File: src/rtl/demux_pkg.sv
// Shared defaults for the registered 1-to-N bit distributor.
package demux_pkg;
  localparam int   DEF_SEL_W   = 9;
  localparam int   DEF_N       = 1 << DEF_SEL_W;
  localparam logic DEF_CLR_VAL = 1'b0;
endpackage

File: src/rtl/demux_ptr_ctr.sv
// Write pointer for the distributor: load/increment priority and wrap pulse.
module demux_ptr_ctr
  import demux_pkg::*;
#(
  parameter int SEL_W = DEF_SEL_W
) (
  input  logic             clk,
  input  logic             rst_n,
  input  logic [SEL_W-1:0] sel,
  input  logic             we,
  input  logic             auto_inc,
  input  logic             ptr_ld,
  input  logic             clr,
  output logic [SEL_W-1:0] ptr,
  output logic             wrap
);

  logic             adv;
  logic [SEL_W-1:0] base;
  logic [SEL_W-1:0] ptr_nxt;
  logic             wrap_nxt;

  // A load replaces the pointer before any advance, so load+write increments from sel.
  always_comb begin
    adv      = we & auto_inc & ~clr;
    base     = ptr_ld ? sel : ptr;
    ptr_nxt  = base;
    wrap_nxt = 1'b0;
    if (adv) begin
      ptr_nxt  = base + {{(SEL_W-1){1'b0}}, 1'b1};
      wrap_nxt = &base;
    end
  end

  always_ff @(posedge clk or negedge rst_n) begin
    if (!rst_n) begin
      ptr  <= '0;
      wrap <= 1'b0;
    end else begin
      ptr  <= ptr_nxt;
      wrap <= wrap_nxt;
    end
  end

endmodule

File: src/rtl/demux_1x512_reg.sv
// Registered 1-to-N bit distributor: one serial bit per cycle into an N-flop bank.
module demux_1x512_reg
  import demux_pkg::*;
#(
  parameter int   SEL_W   = DEF_SEL_W,
  parameter logic CLR_VAL = DEF_CLR_VAL,
  localparam int  N       = 1 << SEL_W
) (
  input  logic             clk,
  input  logic             rst_n,
  input  logic             in,
  input  logic [SEL_W-1:0] sel,
  input  logic             we,
  input  logic             auto_inc,
  input  logic             ptr_ld,
  input  logic             clr,
  output logic [N-1:0]     out,
  output logic [SEL_W-1:0] ptr,
  output logic             wrap
);

  logic [SEL_W-1:0] addr;

  demux_ptr_ctr #(.SEL_W(SEL_W)) u_ptr (
    .clk      (clk),
    .rst_n    (rst_n),
    .sel      (sel),
    .we       (we),
    .auto_inc (auto_inc),
    .ptr_ld   (ptr_ld),
    .clr      (clr),
    .ptr      (ptr),
    .wrap     (wrap)
  );

  always_comb begin
    addr = sel;
    if (!ptr_ld && auto_inc) addr = ptr;
  end

  for (genvar i = 0; i < N; i++) begin : g_bit
    always_ff @(posedge clk or negedge rst_n) begin
      if (!rst_n) begin
        out[i] <= CLR_VAL;
      end else if (clr) begin
        out[i] <= CLR_VAL;
      end else if (we && (addr == SEL_W'(i))) begin
        out[i] <= in;
      end
    end
  end

endmodule

File: config.mk
export PLATFORM = sky130hd
export DESIGN_NAME = demux_1x512_reg
export DESIGN_NICKNAME = d
export VERILOG_FILES = /design/src/rtl/demux_pkg.sv /design/src/rtl/demux_ptr_ctr.sv /design/src/rtl/demux_1x512_reg.sv
export SDC_FILE = /design/constraint.sdc
export NUM_CORES = 1
export LEC_CHECK = 0
export CAP_MARGIN = 25
export CORE_MARGIN = 10
export CORE_UTILIZATION = 47
export CTS_CLUSTER_DIAMETER = 120
export CTS_CLUSTER_SIZE = 40
export DETAILED_ROUTE_END_ITERATION = 8
export PLACE_DENSITY = 0.77
export SKIP_LAST_GASP = 1
export SYNTH_ARGS = -nofsm -noshare
export SYNTH_HDL_FRONTEND = slang
export SYNTH_SLANG_ARGS = --single-unit
export TNS_END_PERCENT = 50
File: constraint.sdc
create_clock -name clk -period 1.9 [get_ports clk]
set_input_delay 0.57 -clock clk [delete_from_list [all_inputs] [get_ports clk]]
set_output_delay 0.57 -clock clk [all_outputs]
set_load 0.05 [all_outputs]
==> impl_metrics.ini <==
[yosys]
async_flop_share_pct = 100
netlist.area_leader.share_pct = 50.0
synth_edf_count = 0
synth_top_family_by_area = simple AND/OR/NAND/NOR gates
synth_compound_area_share_pct = 1.47
ys_ff_latch = 522
synth_fa_ha_area_share_pct = 0.0957
synth_mux_area_share_pct = 20.0
avgSynthCellArea_um2 = 10.9
synth_warnings = 0
synth_cell_types = 36
netlist_area_mm2 = 0.0261
ys.flop_type = dfrtp_1
syn_nets = 2414
synthCells = 2396
yosysSeqAreaShare_pct = 50.0
synth_xor_area_share_pct = 0.235
synthTopCellsByArea = dfrtp_1 50%, mux2i_1 20%, nand2b_1 12%
synth.most_common_cell = dfrtp_1
yosys.area_share.simple_pct = 24.6
yosys-top-cells-count = 522 x dfrtp_1, 520 x mux2i_1, 514 x nand2b_1, 416 x nand2_1, 118 x clkbuf_1
yosys.area.top_type = dfrtp_1

[sta]
worstMarginPinSlew_ns = 0.474
fin_crit_sh_pct = 109
slew_viol_final = 0
fin_crit_ns = 2.06
relSlewSlack_pct = 68.4
grt_setup_unrepaired = yes
fmax_mhz = 485
hold_slack_ns = 0.423
final_hold_viol_count = 0
setup_viol = 413
worst_clock_skew_ns = 0.0175
setup_ws_ns = -0.162

[worst_setup_path]
crit_start = u_ptr.ptr[7]
path_class = flip-flop to flip-flop
crit_arrival_ns = 2.57
cp_data_required_time_ns = 2.41
cp-end-kind = flip-flop
r2r-start = u_ptr.ptr[7]
startpoint_type = flip-flop
crit_fanout = 8

[worst_hold_path]
hold_path.class = primary input to async pin

[route]
drtPass1Iterations = 5
drt-wirelength-per-cell_um = 25.1
drc_errors = 0
route.vias.total = 20833
avgViaCountPerCell = 5.43
routed_wl_um = 96200
detail_route.iter0.violations = 1780
ant_nets = 0

[clock_network]
clkTransAtPathRegs_ns = 0.15
cts_max_level = 1
numCtsBuffers = 17
clock_latency_ns = 0.58
tritoncts = done
cts-root-buf = clkbuf_16
clk_path_buf_depth = 3
cts_sinks = 522

[placement]
pre_cts_slack_ns = -1.22
placed_area_mm2 = 0.0335
dp_hpwl_um = 63800
portBuffers = 537
place_congestion = 0.840

[status]
violations = setup timing
status = complete, but fails checks

[die]
core_mm2 = 0.0551
die_w_um = 256
initial_core_util_pct = 47.5
rows = 86
die_h_um = 256
dieArea_mm2 = 0.0655
io_pins = 538

[grt]
grt_pass1_vias = 21748
track_usage_pct = 27.7
grt_pass1_wl_um = 141000
overflow = 0
antenna_found_initial = 10
grt_max_degree = 121

[power_and_ir_drop]
total_leakage_power_nw = 20.8
powerDensity_mw_per_mm2 = 535
max-vdd-ir-drop_v = 0.000771

[layout]
fin_area_mm2 = 0.0365
syn_to_final_growth_pct = 39.7
nets = 3102
nFillCells = 4115
drive_gt1_share_pct = 40.6

[flow_run]
cap_violations = 0
==> stage by stage <==
step | cells | total power [W] | util [%] | setup TNS [ns]
after detailed placement | 3702 | 0.0139 | 60.7 | -509.20
final | 3838 | 0.0195 | 66.3 | -23.21
after global routing | 3837 | 0.0201 | 66.3 | -47.27
after floorplan | 2396 | 0.0126 | - | -98.79
after global placement | 3699 | 0.0139 | 60.6 | -498.27
after CTS | 3806 | 0.0194 | 64.1 | -7.84
==> sequential cells by signal (all words and copies together) (netlist names) <==
register    flops
u_ptr.wrap      1
u_ptr.ptr       9
out           512
==> critical path: stages, from the launching register on <==
cell and delay (ns):
dfrtp_2 0.46, buf_6 0.12, nor4b_4 0.33, a31oi_4 0.08, buf_6 0.17, nor4_4 0.20
buf_4 0.19, clkbuf_16 0.17, nand2_1 0.08, mux2i_1 0.17
==> worst paths after layout <==
path	depth (start not counted)	to	slack, ns
setup / recovery	9	out[277]	-0.16
hold / removal	2	out[154]	0.42
setup reg to reg	9	out[277]	-0.16
hold reg to reg	2	out[86]	0.56
max in group asynchronous	4	out[282]	0.69
min in group clk	4	u_ptr.ptr[3]	0.55
==> per-layer routing <==
| metal | vias to the layer above | part of all wire [%] | global-route usage, % |
|---|---|---|---|
| li1 | 9130 | - | - |
| met1 | 10750 | 40 | 34.8 |
| met2 | 778 | 49 | 46.1 |
| met3 | 163 | 7.1 | 6.50 |
| met4 | 12 | 3.6 | 9.47 |
| met5 | - | 0.087 | 0.150 |
==> final cells by class <==
type                       count  area (µm²)  area share [%]
clock inverter                 4        46.3           0.127
timing repair buffer         856        8620            23.6
multi-input combinational   1676       13400            36.6
clock buffer                  18         439            1.20
sequential                   522       13100            35.8
antenna                        3        7.51          0.0206
tap                          748         936            2.56
inverter                      11        41.3           0.113
==> power breakdown <==
part           internal, W  total, W  switching (W)
clock network      0.00174   0.00529        0.00355
logic              0.00128   0.00306        0.00178
registers           0.0111    0.0112      0.0000403
==> placed cells by master, fill, tap and decap left out, types with 2 or more instances in the layout <==
cell type,synthesis,final
inv_1,10,10
nand2_1,416,243
nand2_2,100,169
nand2_4,0,104
buf_12,0,119
mux2i_4,0,2
bufbuf_16,0,2
inv_8,0,2
nor2_4,0,17
nor4b_4,0,4
clkbuf_16,0,26
nor4_4,16,17
mux2i_2,0,4
nor2_1,26,11
dfrtp_2,0,5
dlygate4sd2_1,0,2
xor2_1,3,3
buf_4,14,645
mux2i_1,520,514
diode_2,0,3
a31oi_4,16,16
nand2b_1,514,512
buf_16,0,11
dfrtp_1,522,517
and4b_1,4,4
nor3_4,16,16
clkdlybuf4s50_1,0,8
and4bb_2,5,6
nor4bb_4,0,2
buf_8,1,10
buf_6,13,46
buf_2,41,2
nand2b_4,0,2
xnor2_1,4,4
nor2_2,13,11
==> logic make-up (layout without fill, tap and decap cells) <==
group	Yosys count	count (layout)
and+or+nand+nor	1126	1126
adders and majority gates	2	2
other	0	3
muxes	521	521
DFF	522	522
buffers and inverters	198	889
AOI/OAI and AO/OA	20	20
xor gates and xnor gates	7	7
==> repair_timing <==
action,4_1_cts,5_1_grt
hold endpoints to repair,19,0
setup endpoints to repair,525,509
cloned,15,7
resized for setup,111,230
hold buffers,1,0
setup buffers,67,25
pin swaps,29,85
Power figures use the tool's default switching activity.
